**src/rtl/multibyte_add_sequencer_if.sv**
```systemverilog
// rtl/multibyte_add_sequencer_if.sv - operand/result handshakes and byte-adder bus for the sequencer
interface multibyte_add_sequencer_if #(
  parameter int NUM_BYTES = 4
);
  localparam int W = 8 * NUM_BYTES;

  logic         in_valid;
  logic         in_ready;
  logic [W-1:0] in_a;
  logic [W-1:0] in_b;
  logic         in_cin;
  logic         out_valid;
  logic         out_ready;
  logic [W-1:0] out_sum;
  logic         out_cout;
  logic [7:0]   add_a;
  logic [7:0]   add_b;
  logic         add_cin;
  logic [7:0]   add_sum;
  logic         add_cout;

  modport master (
    output in_valid, in_a, in_b, in_cin, out_ready, add_sum, add_cout,
    input  in_ready, out_valid, out_sum, out_cout, add_a, add_b, add_cin
  );

  modport slave (
    input  in_valid, in_a, in_b, in_cin, out_ready, add_sum, add_cout,
    output in_ready, out_valid, out_sum, out_cout, add_a, add_b, add_cin
  );
endinterface

```
**src/rtl/multibyte_add_sequencer.sv**
```systemverilog
// rtl/multibyte_add_sequencer.sv - feeds an external 8-bit adder byte by byte to add wide operands
module multibyte_add_sequencer #(
  parameter int NUM_BYTES = 4
) (
  input  logic                      clk,
  input  logic                      rst_n,
  multibyte_add_sequencer_if.slave  bus
);
  localparam int W  = 8 * NUM_BYTES;
  localparam int IW = (NUM_BYTES > 1) ? $clog2(NUM_BYTES) : 1;
  localparam logic [IW-1:0] LAST = IW'(NUM_BYTES - 1);

  typedef enum logic [1:0] {IDLE, RUN, DONE} state_t;

  state_t        state;
  state_t        state_next;
  logic [W-1:0]  a_reg;
  logic [W-1:0]  b_reg;
  logic [W-1:0]  sum_reg;
  logic          carry_reg;
  logic [IW-1:0] idx;

  always_ff @(posedge clk or negedge rst_n) begin
    if (!rst_n) begin
      state <= IDLE;
    end else begin
      state <= state_next;
    end
  end

  always_comb begin
    state_next    = state;
    bus.in_ready  = 1'b0;
    bus.out_valid = 1'b0;
    bus.out_sum   = '0;
    bus.out_cout  = 1'b0;
    bus.add_a     = 8'h00;
    bus.add_b     = 8'h00;
    bus.add_cin   = 1'b0;
    case (state)
      IDLE: begin
        bus.in_ready = 1'b1;
        if (bus.in_valid) begin
          state_next = RUN;
        end
      end
      RUN: begin
        bus.add_a   = a_reg[{idx, 3'b000} +: 8];
        bus.add_b   = b_reg[{idx, 3'b000} +: 8];
        bus.add_cin = carry_reg;
        if (idx == LAST) begin
          state_next = DONE;
        end
      end
      DONE: begin
        bus.out_valid = 1'b1;
        bus.out_sum   = sum_reg;
        bus.out_cout  = carry_reg;
        if (bus.out_ready) begin
          state_next = IDLE;
        end
      end
      default: state_next = IDLE;
    endcase
  end

  // Every byte of sum_reg is rewritten in RUN, so it needs no clearing on accept.
  always_ff @(posedge clk or negedge rst_n) begin
    if (!rst_n) begin
      a_reg     <= '0;
      b_reg     <= '0;
      sum_reg   <= '0;
      carry_reg <= 1'b0;
      idx       <= '0;
    end else begin
      case (state)
        IDLE: begin
          if (bus.in_valid) begin
            a_reg     <= bus.in_a;
            b_reg     <= bus.in_b;
            carry_reg <= bus.in_cin;
            idx       <= '0;
          end
        end
        RUN: begin
          sum_reg[{idx, 3'b000} +: 8] <= bus.add_sum;
          carry_reg                   <= bus.add_cout;
          idx                         <= (idx == LAST) ? '0 : idx + 1'b1;
        end
        default: begin
        end
      endcase
    end
  end
endmodule

```
**src/flat_wrapper.sv**
```systemverilog
// flat-port wrapper written by rule: the top's interface ports become plain ports
module multibyte_add_sequencer_flat 
#(
  parameter int NUM_BYTES = 4
)
  (clk, rst_n, bus_in_valid, bus_in_a, bus_in_b, bus_in_cin, bus_out_ready, bus_add_sum, bus_add_cout, bus_in_ready, bus_out_valid, bus_out_sum, bus_out_cout, bus_add_a, bus_add_b, bus_add_cin);
  multibyte_add_sequencer_if #(.NUM_BYTES(NUM_BYTES)) bus_i ();
  input  logic clk;
  input  logic rst_n;
  input wire logic [$bits(bus_i.in_valid)-1:0] bus_in_valid;
  input wire logic [$bits(bus_i.in_a)-1:0] bus_in_a;
  input wire logic [$bits(bus_i.in_b)-1:0] bus_in_b;
  input wire logic [$bits(bus_i.in_cin)-1:0] bus_in_cin;
  input wire logic [$bits(bus_i.out_ready)-1:0] bus_out_ready;
  input wire logic [$bits(bus_i.add_sum)-1:0] bus_add_sum;
  input wire logic [$bits(bus_i.add_cout)-1:0] bus_add_cout;
  output wire logic [$bits(bus_i.in_ready)-1:0] bus_in_ready;
  output wire logic [$bits(bus_i.out_valid)-1:0] bus_out_valid;
  output wire logic [$bits(bus_i.out_sum)-1:0] bus_out_sum;
  output wire logic [$bits(bus_i.out_cout)-1:0] bus_out_cout;
  output wire logic [$bits(bus_i.add_a)-1:0] bus_add_a;
  output wire logic [$bits(bus_i.add_b)-1:0] bus_add_b;
  output wire logic [$bits(bus_i.add_cin)-1:0] bus_add_cin;
  assign bus_i.in_valid = bus_in_valid;
  assign bus_i.in_a = bus_in_a;
  assign bus_i.in_b = bus_in_b;
  assign bus_i.in_cin = bus_in_cin;
  assign bus_i.out_ready = bus_out_ready;
  assign bus_i.add_sum = bus_add_sum;
  assign bus_i.add_cout = bus_add_cout;
  assign bus_in_ready = bus_i.in_ready;
  assign bus_out_valid = bus_i.out_valid;
  assign bus_out_sum = bus_i.out_sum;
  assign bus_out_cout = bus_i.out_cout;
  assign bus_add_a = bus_i.add_a;
  assign bus_add_b = bus_i.add_b;
  assign bus_add_cin = bus_i.add_cin;
  multibyte_add_sequencer #(.NUM_BYTES(NUM_BYTES)) u_core (.clk(clk), .rst_n(rst_n), .bus(bus_i));
endmodule
```
**config.mk**
```make
export PLATFORM = sky130hd
export DESIGN_NAME = multibyte_add_sequencer_flat
export DESIGN_NICKNAME = d
export VERILOG_FILES = /design/src/rtl/multibyte_add_sequencer_if.sv /design/src/rtl/multibyte_add_sequencer.sv /design/src/flat_wrapper.sv
export SDC_FILE = /design/constraint.sdc
export NUM_CORES = 1
export LEC_CHECK = 0
export BUFFER_PORTS_ARGS = -buffer_cell sky130_fd_sc_hd__buf_2
export CAP_MARGIN = 10
export CORE_ASPECT_RATIO = 0.8
export CORE_MARGIN = 2
export CORE_UTILIZATION = 52
export CTS_CLUSTER_DIAMETER = 50
export CTS_CLUSTER_SIZE = 28
export DETAILED_ROUTE_END_ITERATION = 8
export PLACE_DENSITY = 0.91
export SLEW_MARGIN = 10
export SYNTH_ARGS = -nofsm -noshare
export SYNTH_HDL_FRONTEND = slang
export SYNTH_SLANG_ARGS = --single-unit
```
**constraint.sdc**
```tcl
create_clock -name clk -period 2.4 [get_ports clk]
set_input_delay 0.48 -clock clk [delete_from_list [all_inputs] [get_ports clk]]
set_output_delay 0.48 -clock clk [all_outputs]
set_load 0.02 [all_outputs]
```
# == Word level (Yosys, flattened, before mapping) ==
# Index checks and enable logic that the tools add are counted.
# op_classes
shift,4
add_sub_neg,2
n_eq_ne,6
n_reduce_logical,5
mux,17
# op_table
operator,count
variable part select 32 x 6 -> 8 bit,2
bitwise mux 32 bit,1
2-to-1 mux 32 bit,1
"variable shift 8 x 7 -> 32 bit, first input constant",1
variable part select 8 x 7 -> 32 bit,1
2-to-1 mux 8 bit,2
2-to-1 mux 2 bit,5
negation 5 -> 7 bit,1
one-hot mux 2 bit (3 select lines),1
2-to-1 mux 1 bit,5
"== test 2 bit, second input constant",2
"!= test 2 bit, second input constant",2
one-hot mux 2 bit (2 select lines),1
AND reduction 2 bit,2
AND reduction 3 bit,1
"adder 2 x 1 -> 2 bit, second input constant",1
"== test 2 x 1 -> 1 bit, second input constant",1
logical NOT 2 bit,1
"!= test 2 x 1 -> 1 bit, second input constant",1
one-hot mux 1 bit (2 select lines),1
nonzero test 2 bit,1
# word_totals
inputBits,78
wordCells,40
register_bits,101

# == Depth between registers and ports, before layout ==
# logic_depth
word_depth,3
ltp_mapped,8
mapped_depth_nobuf,5

# == Worst setup path after synthesis ==
# Ideal clock, no wire load.
# synth_timing
path_type,register -> register
startpoint,reg u_core.idx[1]
endpoint,reg u_core.sum_reg[25]
path_stages_with_launch,9
arrival_ns,1.966
n_path_buf,3
path_slack_ns,0.351
setup_ns,0.083
path_cell_list,dfrtp_1 buf_2 buf_2 inv_1 ha_1 buf_2 nor4b_2 nand2_1 o21ai_0
# synth_via
elab_chain_len,3
# synth_lines
element,line,source
"start, declared",multibyte_add_sequencer.sv:21,logic [IW-1:0] idx;
"start signal, assigned",multibyte_add_sequencer.sv:88,idx <= (idx == LAST) ? '0 : idx + 1'b1;
negation 5 -> 7 bit *,multibyte_add_sequencer.sv:86,"sum_reg[{idx, 3'b000} +: 8] <= bus.add_sum;"
variable part select 8 x 7 -> 32 bit or variable shift 8 x 7 -> 32 bit (tied branches),multibyte_add_sequencer.sv:86,
bitwise mux 32 bit *,multibyte_add_sequencer.sv:86,
"end signal, assigned by index",multibyte_add_sequencer.sv:86,
"end, declared",multibyte_add_sequencer.sv:19,logic [W-1:0] sum_reg;
# Every way passes the cells marked *; elsewhere a longest branch is shown, timed or not.
# A chain may end at the register's enable or synchronous reset.

# == Worst setup path after layout ==
# layout_timing
startpoint,reg u_core.state[0]
endpoint,out bus_out_sum[20]
# layout_via
elab_chain_len,2
# layout_lines
element,line,source
"start, declared",multibyte_add_sequencer.sv:15,state_t state;
"start signal, assigned",multibyte_add_sequencer.sv:27,state <= state_next;
== test 2 bit,multibyte_add_sequencer.sv:40,case (state)
2-to-1 mux 32 bit,multibyte_add_sequencer.sv:40,
"end, declared",flat_wrapper.sv:19,output wire logic [$bits(bus_i.out_sum)-1:0] bus_out_sum;
# No other way between the ends.

==> results by group <==
Worst setup path
  • Worst-path maximum fanout: 33
  • Worst reg-to-reg path cell count: 5
  • CP max-delay cell: dfrtp_1
  • Worst r2r dst: u_core.sum_reg[29]
  • Worst R2R Start: u_core.idx[0]
  • Crit path cell chain: buf_4 -> nor2b_1 -> buf_4 -> and2_1 -> buf_2
  • Worst reg-to-reg setup slack: roughly 0.53 ns
  • Setup crit start kind: register
  • Slowest stage delay, CP: a little under 0.4 ns
  • Crit path DAT: 1.73 ns
  • Top cell by count, worst path: buf_4
  • Worst Setup Path Type: reg -> out
  • CP endpoint kind: output port
  • WP data required: 1.92 ns

STA
  • Clock Skew: just over 0.009 ns
  • Final hold violation count: 0
  • Final slew viol count: 0
  • Setup violations, final: 0
  • Max Fclk: approximately 450 MHz
  • Setup TNS: 0 ns
  • Final Cycle Share: ~92%
  • Slew @ Worst Pin: around 0.56 ns
  • RSZ-0062 raised after global routing: no
  • Post-layout min period: 2.21 ns
  • Rel. slew slack: ~62%

Clocking
  • Worst-Skew Late Latency: approximately 0.34 ns
  • H-tree depth: 3
  • CTS tree: yes
  • Clock slew at reported path FFs: 0.07 ns
  • Root buf cell: clkbuf_16
  • Clock Sinks: 101
  • Clk buf depth: 2
  • Hold-fix buffer count after cts: 0
  • TritonCTS Buffers: 9

Drt
  • Remaining antenna violation count: 0
  • DRT Pass-1 Iters: 4
  • Post-route DRC: 0
  • DR WL/cell: between 15 and 20 um
  • DR iter-0 viols: roughly 160
  • Final wirelength: around 10 mm
  • Total number of vias: roughly 3400
  • Vias per inst: 5.30

Job
  • MaxCap Viol Count: 0

Die
  • Number of placement rows: 31
  • Core box area: about 9000 um^2
  • Die area: around 9900 um^2
  • Die height: 89.3 um
  • Initial Util: between 50% and 60%
  • IO Pins: 130
  • Die Width: roughly 110 um

Synth
  • EDFF count, synth: 0
  • Syn Nets: between 400 and 500
  • Async SR Flop Fraction: 100%
  • Post-synthesis cell count: just over 400
  • Warnings from Yosys: 0
  • Synth area leaders: dfrtp_1 (53%), mux2_2 (15%), mux2i_1 (6.8%), nand2_1 (5.0%), and2_1 (4.5%)
  • Cell area after synthesis: 4730 um^2
  • Count leader, synth: dfrtp_1
  • Top FF cell, synth: dfrtp_1
  • Commonest cells post-synth: dfrtp_1 (101), mux2_2 (64), nand2_1 (63)
  • Cell variety after synth: 30
  • Top-area cell type share of the netlist area: 53.4%
  • Yosys reg bits: 101
  • Mean Syn Cell Area: about 12 um^2
  • Post-synth top area cell: dfrtp_1
  • Seq/Total Area, Yosys: between 50% and 60%

Layout
  • Area Overhead vs Synth: 23.0%
  • Layout Nets: 614
  • Layout cells sized above 1: 42.2%
  • FF/Latch Area: 2530 um^2
  • Multi-input gate area: between 2000 and 2500 um^2
  • Cell Count, Final, Fillers Out: between 600 and 700
  • Antenna cells: 0
  • Filler instances: 727

Placed design
  • Hpwl dp: 7.86 mm
  • GPL Wtd Cong: roughly 0.84
  • # port buffers: ~130
  • Cell count after placement: 634

Global route
  • Largest net degree at the start of global routing: 67
  • Grt total ovfl: 0
  • First-pass GRT wire length: between 15 and 20 mm
  • Antenna violations before repair: 0
  • Overall routing resource usage: between 20% and 30%
  • Vias in the first global route: 3555

Worst hold path
  • Hold Crit Class: in -> async

Power and ir drop
  • LEAKAGE: between 2 and 3 nW
  • Worst VDD drop: 0.785 mV
  • Cell Pwr Density: 1340 nW/um^2

Run status
  • Status: finished clean
critical path, delay by kind of cell (launching register included):
| family | cells | cell delay, ns |
|---|---|---|
| buffers and inverters | 3 | 0.65 |
| flip-flops | 1 | 0.39 |
| AND/OR/NAND/NOR | 2 | 0.36 |
cells by family after synthesis:
group           share of synthesized area, %
flops                                   53.4
simple gates                            13.6
buf+inv                                 3.04
mux                                     22.0
fa+ha+maj                               1.59
compound gates                          6.45
power breakdown:
group	total (W)	internal (W)	switching [W]
clock network	0.00153	0.000918	0.000609
logic	0.00328	0.00147	0.00181
registers	0.00299	0.00254	0.000452
worst max path at each step:
| stage | startpoint | to | slack (ns) | depth (start not counted) |
|---|---|---|---|---|
| detailed placement | u_core.state[1] | bus_add_b[3] | 0.40 | 4 |
| global route | u_core.state[0] | bus_out_sum[8] | 0.07 | 5 |
| global placement | u_core.state[1] | bus_add_b[6] | 0.49 | 4 |
| finish | u_core.state[0] | bus_out_sum[20] | 0.19 | 5 |
| floorplan | u_core.idx[1] | u_core.sum_reg[25] | 0.35 | 8 |
| CTS | u_core.state[1] | bus_add_b[6] | 0.03 | 4 |
final cells by class:
cell class	count	area share, %
sequential	101	43.4
multi-input combinational	277	35.7
timing repair buffer	138	12.7
clock buffer	11	4.00
tap	115	2.47
clock inverter	5	1.46
inverter	3	0.193
metrics by stage:
step                setup WS [ns]  hold slack (ns)  util [%]  instance area, um^2  power, W
CTS                        0.0285           0.0744      64.9                 5810   0.00784
global placement            0.495            0.433      61.3                 5490   0.00606
detailed placement          0.400            0.440      61.3                 5490   0.00631
floorplan                   0.351            0.184         -                 4730   0.00538
global route               0.0729           0.0908      65.0                 5820   0.00831
finish                      0.190           0.0708      65.0                 5820   0.00780
cells in the final DEF, fill, tap and decap left out, types with 2 or more instances in the layout:
cell,Yosys,routed
o31ai_1,2,2
mux2i_1,32,32
and2_1,34,34
buf_2,15,128
nand2_1,63,63
mux2_2,64,64
dfrtp_2,0,2
nand3_1,4,4
ha_1,6,6
o22ai_1,16,16
nand2_4,0,2
clkbuf_1,2,2
inv_1,3,3
clkinv_4,0,2
nor2b_1,2,2
bufinv_16,0,2
clkbuf_16,0,9
o21ai_0,33,33
dfrtp_1,101,99
buf_12,0,2
buf_4,6,8
nand3b_1,4,4
nor2_1,3,3
layer usage:
| layer | vias up | wire [um] | GRT usage [%] |
|---|---|---|---|
| met1 | 1686 | 4430 | 24.9 |
| li1 | 1652 | - | - |
| met3 | 17 | 565 | 5.97 |
| met4 | 0 | 195 | 8.18 |
| met5 | - | 0 | 0 |
| met2 | 89 | 5270 | 36.1 |
timing repair:
item / CTS / global route
buffers inserted: 0 / 0
gates resized for setup: 0 / 3
endpoints found under the setup margin: 0 / 25
No activity file was read; power rests on OpenSTA's default activity.
